===== config.mk =====
export PLATFORM = sky130hd
export DESIGN_NAME = data_pack_flat
export DESIGN_NICKNAME = d
export VERILOG_FILES = /design/src/rtl/hdl_utils_pkg.sv /design/src/rtl/data_pack_if.sv /design/src/rtl/data_hs.sv /design/src/rtl/data_pack.sv /design/src/flat_wrapper.sv
export SDC_FILE = /design/constraint.sdc
export NUM_CORES = 1
export LEC_CHECK = 0
export ABC_AREA = 1
export CORE_UTILIZATION = 54
export CTS_CLUSTER_DIAMETER = 150
export DETAILED_ROUTE_END_ITERATION = 8
export PLACE_DENSITY = 0.78
export RECOVER_POWER = 25
export SETUP_SLACK_MARGIN = 0.5
export SKIP_LAST_GASP = 1
export SYNTH_ARGS = -nofsm -noshare
export SYNTH_HDL_FRONTEND = slang
export SYNTH_SLANG_ARGS = --single-unit

===== constraint.sdc =====
create_clock -name clk_i -period 2.1 [get_ports clk_i]
set_clock_uncertainty 0.05 [all_clocks]
set_input_delay 0.21 -clock clk_i [delete_from_list [all_inputs] [get_ports clk_i]]
set_output_delay 0.21 -clock clk_i [all_outputs]
set_load 0.05 [all_outputs]

===== src/rtl/hdl_utils_pkg.sv =====
// Shared helpers for the data_pack slice: counter sizing for word-packing ratios.
package hdl_utils_pkg;

  function automatic int cnt_w(input int ratio);
    return $clog2(ratio);
  endfunction

endpackage


===== src/rtl/data_pack_if.sv =====
// Narrow-in / wide-out stream bus for data_pack.
// DATA_PACK_LAST_EN adds in_last_i, out_last_o and out_cnt_o for early group completion.
interface data_pack_if #(
  parameter int WIDTH = 32,
  parameter int RATIO = 4
);
  import hdl_utils_pkg::*;

  logic [WIDTH-1:0]       in_data_i;
  logic                   in_valid_i;
  logic                   in_ready_o;
  logic [WIDTH*RATIO-1:0] out_data_o;
  logic                   out_valid_o;
  logic                   out_ready_i;

`ifdef DATA_PACK_LAST_EN
  localparam int CW = cnt_w(RATIO);
  logic                   in_last_i;
  logic                   out_last_o;
  logic [CW:0]            out_cnt_o;

  modport master (
    output in_data_i, in_valid_i, in_last_i, out_ready_i,
    input  in_ready_o, out_data_o, out_valid_o, out_last_o, out_cnt_o
  );
  modport slave (
    input  in_data_i, in_valid_i, in_last_i, out_ready_i,
    output in_ready_o, out_data_o, out_valid_o, out_last_o, out_cnt_o
  );
`else
  modport master (
    output in_data_i, in_valid_i, out_ready_i,
    input  in_ready_o, out_data_o, out_valid_o
  );
  modport slave (
    input  in_data_i, in_valid_i, out_ready_i,
    output in_ready_o, out_data_o, out_valid_o
  );
`endif

endinterface


===== src/rtl/data_hs.sv =====
// Single-entry valid/ready output register: loads when empty or being drained.
module data_hs #(
  parameter int W = 32
) (
  input  logic         clk_i,
  input  logic         rst_n_i,
  input  logic [W-1:0] in_data_i,
  input  logic         in_valid_i,
  output logic         in_ready_o,
  output logic [W-1:0] out_data_o,
  output logic         out_valid_o,
  input  logic         out_ready_i
);

  logic         r_valid;
  logic [W-1:0] r_data;

  assign in_ready_o  = out_ready_i | ~r_valid;
  assign out_data_o  = r_data;
  assign out_valid_o = r_valid;

  // A simultaneous drain and load keeps valid high with the new word.
  always_ff @(posedge clk_i or negedge rst_n_i) begin
    if (!rst_n_i) begin
      r_valid <= 1'b0;
      r_data  <= '0;
    end else if (in_valid_i && in_ready_o) begin
      r_valid <= 1'b1;
      r_data  <= in_data_i;
    end else if (out_ready_i) begin
      r_valid <= 1'b0;
    end
  end

endmodule


===== src/rtl/data_pack.sv =====
// Packs RATIO narrow words (first word in the LSBs) into one wide word.
// DATA_PACK_LAST_EN lets in_last_i close a group early, zero-filling the upper words.
module data_pack
  import hdl_utils_pkg::*;
#(
  parameter int WIDTH = 32,
  parameter int RATIO = 4
) (
  input logic         clk_i,
  input logic         rst_n_i,
  data_pack_if.slave  bus
);

  localparam int CW = cnt_w(RATIO);
  localparam int TW = WIDTH * RATIO;
  localparam int AW = (RATIO - 1) * WIDTH;
`ifdef DATA_PACK_LAST_EN
  localparam int HW = TW + CW + 2;
`else
  localparam int HW = TW;
`endif

  logic [CW-1:0] r_cnt;
  logic [AW-1:0] r_acc;

  logic          w_last_word;
  logic          w_hs_ready;
  logic          w_hs_valid;
  logic          w_xfer;
  logic [31:0]   w_shamt;
  logic [TW-1:0] w_in_shift;
  logic [TW-1:0] w_packed;
  logic [HW-1:0] w_hs_in;
  logic [HW-1:0] w_hs_out;

`ifdef DATA_PACK_LAST_EN
  logic [CW:0]   w_cnt_p1;

  assign w_last_word = (r_cnt == CW'(RATIO - 1)) | bus.in_last_i;
  assign w_cnt_p1    = {1'b0, r_cnt} + {{CW{1'b0}}, 1'b1};
  assign w_hs_in     = {bus.in_last_i, w_cnt_p1, w_packed};
  assign bus.out_last_o = w_hs_out[HW-1];
  assign bus.out_cnt_o  = w_hs_out[TW +: CW+1];
`else
  assign w_last_word = (r_cnt == CW'(RATIO - 1));
  assign w_hs_in     = w_packed;
`endif

  // Only the group-closing word depends on the output register having room.
  assign bus.in_ready_o = w_last_word ? w_hs_ready : 1'b1;
  assign w_xfer         = bus.in_valid_i & bus.in_ready_o;
  assign w_hs_valid     = bus.in_valid_i & w_last_word;

  // Accumulator slots above r_cnt are always zero, so OR-merging places the new word.
  assign w_shamt    = 32'(r_cnt) * WIDTH;
  assign w_in_shift = {{AW{1'b0}}, bus.in_data_i} << w_shamt;
  assign w_packed   = {{WIDTH{1'b0}}, r_acc} | w_in_shift;

  always_ff @(posedge clk_i or negedge rst_n_i) begin
    if (!rst_n_i) begin
      r_cnt <= '0;
      r_acc <= '0;
    end else if (w_xfer) begin
      if (w_last_word) begin
        r_cnt <= '0;
        r_acc <= '0;
      end else begin
        r_cnt <= r_cnt + CW'(1);
        r_acc <= r_acc | w_in_shift[AW-1:0];
      end
    end
  end

  data_hs #(.W(HW)) u_out (
    .clk_i       (clk_i),
    .rst_n_i     (rst_n_i),
    .in_data_i   (w_hs_in),
    .in_valid_i  (w_hs_valid),
    .in_ready_o  (w_hs_ready),
    .out_data_o  (w_hs_out),
    .out_valid_o (bus.out_valid_o),
    .out_ready_i (bus.out_ready_i)
  );

  assign bus.out_data_o = w_hs_out[TW-1:0];

endmodule


===== src/flat_wrapper.sv =====
// flat-port wrapper written by rule: the top's interface ports become plain ports
module data_pack_flat import hdl_utils_pkg::*;
#(
  parameter int WIDTH = 32,
  parameter int RATIO = 4
)
  (clk_i, rst_n_i, bus_in_data_i, bus_in_valid_i, bus_out_ready_i, bus_in_ready_o, bus_out_data_o, bus_out_valid_o);
  data_pack_if #(.WIDTH(WIDTH), .RATIO(RATIO)) bus_i ();
  input logic clk_i;
  input logic rst_n_i;
  input wire logic [$bits(bus_i.in_data_i)-1:0] bus_in_data_i;
  input wire logic [$bits(bus_i.in_valid_i)-1:0] bus_in_valid_i;
  input wire logic [$bits(bus_i.out_ready_i)-1:0] bus_out_ready_i;
  output wire logic [$bits(bus_i.in_ready_o)-1:0] bus_in_ready_o;
  output wire logic [$bits(bus_i.out_data_o)-1:0] bus_out_data_o;
  output wire logic [$bits(bus_i.out_valid_o)-1:0] bus_out_valid_o;
  assign bus_i.in_data_i = bus_in_data_i;
  assign bus_i.in_valid_i = bus_in_valid_i;
  assign bus_i.out_ready_i = bus_out_ready_i;
  assign bus_in_ready_o = bus_i.in_ready_o;
  assign bus_out_data_o = bus_i.out_data_o;
  assign bus_out_valid_o = bus_i.out_valid_o;
  data_pack #(.WIDTH(WIDTH), .RATIO(RATIO)) u_core (.clk_i(clk_i), .rst_n_i(rst_n_i), .bus(bus_i));
endmodule

* Word-level counts from Yosys, hierarchy flattened *
Index checks and enable logic that the tools add are counted.

operators by class
  muxes and demuxes = 5
  bitwise logic cells = 6
  equality and inequality tests = 1
  add/subtract/negate cells = 1
  reductions and logical operators = 2
  shift-type cells = 1

operators with widths
  cell                                                            number
  96-bit by 128-bit OR with 128-bit output                        1
  32-bit by 7-bit << shifter with 128-bit output                  1
  96-bit two-way mux                                              1
  96-bit OR                                                       1
  1-bit two-way mux                                               3
  2-bit by 1-bit adder with 2-bit output (second input constant)  1
  1-bit bitwise AND                                               2
  2-bit equality test (second input constant)                     1
  2-bit two-way mux                                               1
  2-bit nonzero test                                              1
  1-bit logical AND                                               1
  1-bit inverter                                                  1
  1-bit OR                                                        1

storage, ports and cells
  bits in registers = 227
  output and inout port bits = 130
  word-level logic and storage cells = 20
  input port bits = 36

* Depth between registers and ports, before layout *
Gate-level depths: netlist (run 1).

  depth in word-level cells = 4
  gate-level depth with buffers = 8
  gate-level depth less buffers = 6

* Modules after synthesis *
From an unflattened synthesis (run 1), not the netlist that was laid out.

second synthesis, totals
  cell total of the unflattened synthesis = 1304
  area total of the unflattened synthesis = 10405.0 um^2

modules (own cells, without submodules)
  module     instances  area an instance (um^2)  sequential area each (um^2)  cells an instance
  data_pack  1          5333.9                   2452.4                       745
  data_hs    1          5071.1                   3228.1                       559

* Least setup slack after synthesis (run 1) *
OpenSTA, ideal clock, no wires.

  kind = flip-flop to flip-flop
  start point = register u_core.u_out.r_valid (netlist: u_core.u_out.out_valid_o)
  end point = register u_core.r_acc[64]
  stages on the path, launching flop included = 8
  path buffers = 2
  data required time = 1932 ps
  arrival time = 2024 ps
  setup time = 118 ps
  clock period less this slack = 2192 ps
  path slack = -92 ps
  cell sequence = dfrtp_1 > nand3_1 > nand2_2 > inv_2 > buf_2 > buf_2 > nand3_1 > nand2_1

between the ends
  word-level cells in the longest chain between the ends = 4

RTL lines
  item                      RTL line            source
  start: declaration        data_hs.sv:15       logic r_valid;
  start signal: assignment  data_hs.sv:25       r_valid <= 1'b0;
  start signal: assignment  data_hs.sv:28       r_valid <= 1'b1;
  start signal: assignment  data_hs.sv:31       r_valid <= 1'b0;
  1-bit inverter            data_hs.sv:18       assign in_ready_o = out_ready_i | ~r_valid;
  1-bit OR                  data_hs.sv:18
  1-bit two-way mux         data_pack.sv:50     assign bus.in_ready_o = w_last_word ? w_hs_ready : 1'b1;
  named net bus_in_ready_o  flat_wrapper.sv:14  output wire logic [$bits(bus_i.in_ready_o)-1:0] bus_in_ready_o;
  1-bit bitwise AND         data_pack.sv:51     assign w_xfer = bus.in_valid_i & bus.in_ready_o;
  end signal: assignment    data_pack.sv:69     r_acc <= r_acc | w_in_shift[AW-1:0];
  end: declaration          data_pack.sv:24     logic [AW-1:0] r_acc;

The timed path passes the listed nets, and every way through them passes these cells.
A chain may end at the register's enable or synchronous reset.

* Final worst setup path (run 1) *
  start point = register u_core.r_cnt[0]
  end point = register u_core.r_acc[87]

between the ends
  word-level cells in the longest chain between the ends = 3
  elaborated cells on any way between the ends = 6
  classes of those cells = 1 x eq/ne; 1 x shift; 2 x mux; 2 x bitwise

RTL lines
  item                                                                                   RTL line                          source
  start: declaration                                                                     data_pack.sv:23                   logic [CW-1:0] r_cnt;
  start signal: assignment                                                               data_pack.sv:68                   r_cnt <= r_cnt + CW'(1);
  32-bit by 7-bit << shifter with 128-bit output or 2-bit equality test (tied branches)  data_pack.sv:56, data_pack.sv:45
  96-bit OR or 1-bit two-way mux (tied branches)                                         data_pack.sv:69, data_pack.sv:50
  96-bit two-way mux or 1-bit bitwise AND (tied branches)                                data_pack.sv:64, data_pack.sv:51

Parallel ways exist; a longest one is shown, timed or not.

==> impl_metrics.toml, run 1 <==
[critical_path]
cp_data_arrival_time_ns = 2.26
r2r_cells = 8
critical_path_class = "reg -> reg"
worst_setup_path_end_kind = "flip-flop"
cp_max_fo = 8
worst-path-stages = 8
crit_path_top_delay_cell = "dfrtp_2"
critPathMaxStageDelay_ns = 0.47
crit_path_start_kind = "flip-flop"
cp_top_family = "buffers and inverters"
cp_num_buf_inv = 3
required_ns = 2.45
path_cells = "ha_4 -> nand3_4 -> buf_12 -> nand2_8 -> clkinv_8 -> clkbuf_16 -> nand3_1 -> nand2_2"

[status]
status = "finished, violations left"
violations = "DRC"

[placement]
place_inst = 1590
dp_hpwl_um = 17390
portBuffers = 165
place_congestion = 0.8061

[global_routing]
first_global_vias = 8957
grt_overflow = 0
grt_pass1_wl_um = 47930
antenna_found_initial = 0
grt_usage_pct = 31.65
grt_start_max_net_pins = 99

[synthesis]
netlist.area_leader.share_pct = 56.67
ys_seq_area_share_pct = 56.67
synthCells = 1259
ys.warnings.count = 0
synth_nets = 1297
synth.distinct_cells = 16
netlist_top_cells_area = "dfrtp_1, nand2_1, nand3_1"
avgSynthCellArea_um2 = 7.961
yosys_register_bits = 227
yosysTopAreaCell = "dfrtp_1"
syn_area_um2 = 10020

[route]
wirelength_um = 47190
vias_per_cell = 6.646
drt_iter0_drc = 2233
antenna_left = 0
drt_pass1_iterations = 9
wl_per_cell_um = 27.48
vias = 11410
route.detailed.drc = 16

[floorplanning]
io_pins = 166
start_util_pct = 55.42
num_rows = 49
core-area_um2 = 18090
die_y_um = 138.2
die-width_um = 138.2
die-area_um2 = 19110

[sta]
fmax_ghz = 0.5239
setup-violations-final = 0
slew_viol_final = 0
fin_crit_ns = 1.909
relSlewSlack_pct = 40.17
post-route-period-util_pct = 90.89
final.setup.tns_ns = 0
worstMarginPinSlew_ns = 0.8974
hold_violations = 0
hold-worst-slack_ns = 0.1101
rsz0062_at_grt = "true"

[power_and_ir_drop]
ir_drop_mv = 1.042
p_per_area_nw_per_um2 = 1792
p_leak_nw = 7.821

[clock_network]
htree_levels = 1
clock_latency_ns = 0.54
tritoncts = "yes"
clk_pin_slew_ns = 0.07
clockBufferDepth = 3
clockRootBuffer = "clkbuf_16"
cts.sinks = 227
cts_buffers = 25

[finish]
instances_no_fill = 1717
layout-drive-gt1-share_pct = 30.58
areaGrowthSynthToFinish_pct = 54.55
final_common_cell = "nand2_1"
final_cell_mix = "nand2_1, dfrtp_1, nand3_1, clkdlybuf4s15_2, nand2_2"
diodes = 0
nets = 1508

[run]
cap_violations = 0

[worst_hold_path]
hp-class = "in -> async"
## worst paths after layout
path                                                         startpoint                                       end  slack (ns)
worst max-delay path                        u_core.r_cnt[0]$_DFFE_PN0P_              u_core.r_acc[87]$_DFFE_PN0P_        0.19
worst min-delay path                                            rst_n_i   u_core.u_out.out_data_o[39]$_DFFE_PN0P_        0.11
worst max register to register              u_core.r_cnt[0]$_DFFE_PN0P_              u_core.r_acc[87]$_DFFE_PN0P_        0.19
worst min register to register  u_core.u_out.out_data_o[37]$_DFFE_PN0P_   u_core.u_out.out_data_o[37]$_DFFE_PN0P_        0.42
max in group asynchronous                                       rst_n_i  u_core.u_out.out_data_o[110]$_DFFE_PN0P_        0.55
min in group clk_i                                      bus_out_ready_i      u_core.u_out.out_valid_o$_DFFE_PN0P_        0.34
## cell type report
cell class	instances	area, um^2
tap	229	286.5
fill	769	2595
clock buffer	37	730.7
multi-input combinational	879	4608
clock inverter	8	93.84
timing repair inverter	5	75.07
timing repair buffer	263	3684
sequential	227	5687
inverter	69	326.6
## what timing repair did
action                                  CTS  global route
resized for setup                       416           311
pin swaps                                 0            67
endpoints found under the hold margin   124             0
gates cloned                              6            54
setup buffers                             5            16
endpoints found under the setup margin  355           221
hold buffers                              1             0
## synthesized netlist by cell type
master    count
nand2_1     615
dfrtp_1     227
nand3_1     191
inv_1        65
clkbuf_1     38
o21bai_1     33
buf_2        31
o21ai_0      30
buf_1        16
o21ai_1       4
inv_2         3
ha_1          2
a21oi_2       1
clkinv_1      1
nand2_2       1
nor2_1        1
## sequential cells by signal, summed over array words and instances (netlist names)
name / flops
u_core.u_out.out_valid_o: 1
u_core.r_acc: 96
u_core.u_out.out_data_o: 128
u_core.r_cnt: 2
## worst register-to-register path, cell delays in order, from the launching register on
cell,delay [ns]
dfrtp_2,0.47
ha_4,0.18
nand3_4,0.12
buf_12,0.18
nand2_8,0.17
clkinv_8,0.16
clkbuf_16,0.21
nand3_1,0.12
nand2_2,0.10
## logic make-up after synthesis
| logic type | after synthesis | synth area share (%) |
|---|---|---|
| and+or+nand+nor | 808 | 32.67 |
| DFF | 227 | 56.67 |
| buffers and inverters | 154 | 6.154 |
| AOI/OAI and AO/OA | 68 | 4.257 |
| adders and majority gates | 2 | 0.2496 |
## routing by layer
layer	vias to the layer above	track usage, %	part of all wire, %
li1	4384	-	-
met1	5243	44.80	32
met2	1305	48.85	42
met3	479	5.196	17
met4	0	13.42	9.3
met5	-	0	0
## where the power goes
group          internal [mW]  switching, mW
clock network           2.65           1.93
registers               6.37           1.73
logic                   4.82           10.3
## metrics by stage
step	total power [mW]	utilization, %	instance area, um^2	worst slack [ns]
2_1_floorplan	15.35	-	10050	0.5066
3_3_place_gp	19.08	66.10	11960	0.2849
3_5_place_dp	19.38	66.10	11960	0.2224
4_1_cts	23.96	73.51	13300	0.3687
5_1_grt	28.46	85.65	15490	0.1786
6_report	27.75	85.65	15490	0.1913
(Power assumes the default switching activity.)
==> inputs of run 2 (changes only) <==
--- a/config.mk
+++ b/config.mk
@@ -6,11 +6,11 @@
 export NUM_CORES = 1
 export LEC_CHECK = 0
 export ABC_AREA = 1
-export CORE_UTILIZATION = 54
+export CORE_UTILIZATION = 35
 export CTS_CLUSTER_DIAMETER = 150
 export DETAILED_ROUTE_END_ITERATION = 8
-export PLACE_DENSITY = 0.78
-export RECOVER_POWER = 25
+export PLACE_DENSITY = 0.53
+export RECOVER_POWER = 100
 export SETUP_SLACK_MARGIN = 0.5
 export SKIP_LAST_GASP = 1
 export SYNTH_ARGS = -nofsm -noshare
==> impl_metrics.toml, run 2 (synthesis results as in run 1) <==
[floorplanning]
start_util_pct = 35.78
io_pins = 166
die-width_um = 171.2
num_rows = 61
die-area_um2 = 29320
die_y_um = 171.2
core-area_um2 = 28010

[critical_path]
worst_setup_path_end_kind = "flip-flop"
cp_common_cell = "nand2_1"
path_cells = "ha_1 -> nand2_1 -> a21oi_4 -> buf_12 -> clkbuf_2 -> nand2_1 -> nand2_1"
cp_data_arrival_time_ns = 2.27
critical_path_class = "reg -> reg"
crit_path_start_kind = "flip-flop"
critPathMaxStageDelay_ns = 0.42
required_ns = 2.52
cp_top_family = "buffers and inverters"
cp_max_fo = 12
cp_num_buf_inv = 2
crit_path_top_delay_cell = "dfrtp_2"

[route]
vias_per_cell = 4.977
wirelength_um = 33220
route.detailed.drc = 0
wl_per_cell_um = 18.45
antenna_left = 0
drt_iter0_drc = 806
drt_pass1_iterations = 7
vias = 8964

[global_routing]
grt_start_max_net_pins = 99
grt_usage_pct = 22.01
grt_overflow = 0
antenna_found_initial = 0
first_global_vias = 8656
grt_pass1_wl_um = 50030

[sta]
post-route-period-util_pct = 88.32
fin_crit_ns = 1.855
final.setup.tns_ns = 0
rsz0062_at_grt = "true"
slew_viol_final = 0
worstMarginPinSlew_ns = 0.9867
relSlewSlack_pct = 34.22
hold_violations = 0
setup-violations-final = 0
fmax_ghz = 0.5391

[power_and_ir_drop]
p_leak_nw = 6.467
ir_drop_mv = 0.8103
p_per_area_nw_per_um2 = 1845

[clock_network]
tritoncts = "yes"
clk_pin_slew_ns = 0.06
clockBufferDepth = 3
clock_latency_ns = 0.52
htree_levels = 1
cts.sinks = 227
cts_buffers = 26
clockRootBuffer = "clkbuf_16"

[finish]
nets = 1443
layout-drive-gt1-share_pct = 6.254
instances_no_fill = 1801
largest_register_ffs = 128
final_cell_mix = "nand2_1, dfrtp_1, nand3_1, clkbuf_1, inv_1"
final_common_cell = "nand2_1"
areaGrowthSynthToFinish_pct = 25.38
fin_area_um2 = 12570
diodes = 0

[run]
cap_violations = 0

[placement]
place_inst = 1740
dp_hpwl_um = 18870
place_congestion = 0.7530
dpl_cell_area_um2 = 12200
portBuffers = 165

[worst_hold_path]
hp-class = "in -> async"

[status]
status = "finished clean"
[run 2: changes by cell type in the layout (fill, tap and decap cells not counted), sizes merged, moves of 3 or more]
| cell | before | now |
|---|---|---|
| buf | 67 | 28 |
| clkdlybuf4s15 | 126 | 0 |
| clkbuf | 72 | 179 |
| inv | 71 | 66 |
| clkinv | 9 | 6 |
[run 2: cell type report]
| class | instances | area, um^2 |
|---|---|---|
| Multi-Input combinational cell | 878 | 3764 |
| Inverter | 69 | 274.0 |
| Sequential cell | 227 | 5687 |
| Timing Repair Buffer | 203 | 1509 |
| Fill cell | 2882 | 15440 |
| Tap cell | 378 | 473.0 |
| Clock inverter | 7 | 110.1 |
| Clock buffer | 39 | 750.7 |
[run 2: worst paths after layout]
kind / start / to / slack [ns] / cells past startpoint
min reg2reg: u_core.u_out.out_data_o[65]$_DFFE_PN0P_ / u_core.u_out.out_data_o[65]$_DFFE_PN0P_ / 0.42 / 2
max: u_core.r_cnt[0]$_DFFE_PN0P_ / u_core.u_out.out_data_o[70]$_DFFE_PN0P_ / 0.25 / 7
min in group clk_i: bus_in_valid_i / u_core.r_cnt[0]$_DFFE_PN0P_ / 0.38 / 3
max in group asynchronous: rst_n_i / u_core.r_acc[88]$_DFFE_PN0P_ / 0.52 / 3
min: rst_n_i / u_core.u_out.out_data_o[39]$_DFFE_PN0P_ / 0.14 / 2
max reg2reg: u_core.r_cnt[0]$_DFFE_PN0P_ / u_core.u_out.out_data_o[70]$_DFFE_PN0P_ / 0.25 / 7
[run 2: power by group]
| part | switching [mW] | total, mW | internal (mW) |
|---|---|---|---|
| clock | 1.79 | 4.61 | 2.82 |
| sequential | 1.16 | 7.53 | 6.37 |
| combinational | 8.41 | 11.0 | 2.63 |
[run 2: worst register-to-register path: cells and delay by family (launching register included)]
family / cells / cell delay (ns)
buf+inv: 2 / 0.59
flops: 1 / 0.42
simple gates: 3 / 0.31
compound gates: 1 / 0.23
fa+ha+maj: 1 / 0.22
[run 2: what timing repair did]
item / 4_1_cts / 5_1_grt
gates resized for setup: 399 / 25
endpoints found under the hold margin: 126 / 0
pin swaps: 0 / 0
setup buffers: 2 / 2
gates cloned: 3 / 7
hold buffers: 1 / 0
endpoints found under the setup margin: 344 / 232
[run 2: per-stage QoR]
step / utilization (%) / setup slack [ns] / power [mW] / hold WS, ns
floorplan: - / 0.5066 / 15.35 / -0.1356
global placement: 43.54 / 0.1712 / 19.42 / 0.1344
detailed placement: 43.54 / 0.1583 / 19.55 / 0.1327
CTS: 47.85 / 0.3712 / 24.19 / 0.1614
global route: 44.87 / 0.1864 / 24.62 / 0.1596
finish: 44.87 / 0.2452 / 23.18 / 0.1437
[run 2: layer usage]
metal  wire [um]  vias to the layer above  GRT usage, %
met3        1843                       33         2.853
met1       15630                     4382         32.59
met4         502                        0         4.852
met2       15240                      290         34.20
li1            -                     4259             -
met5           0                        -             0
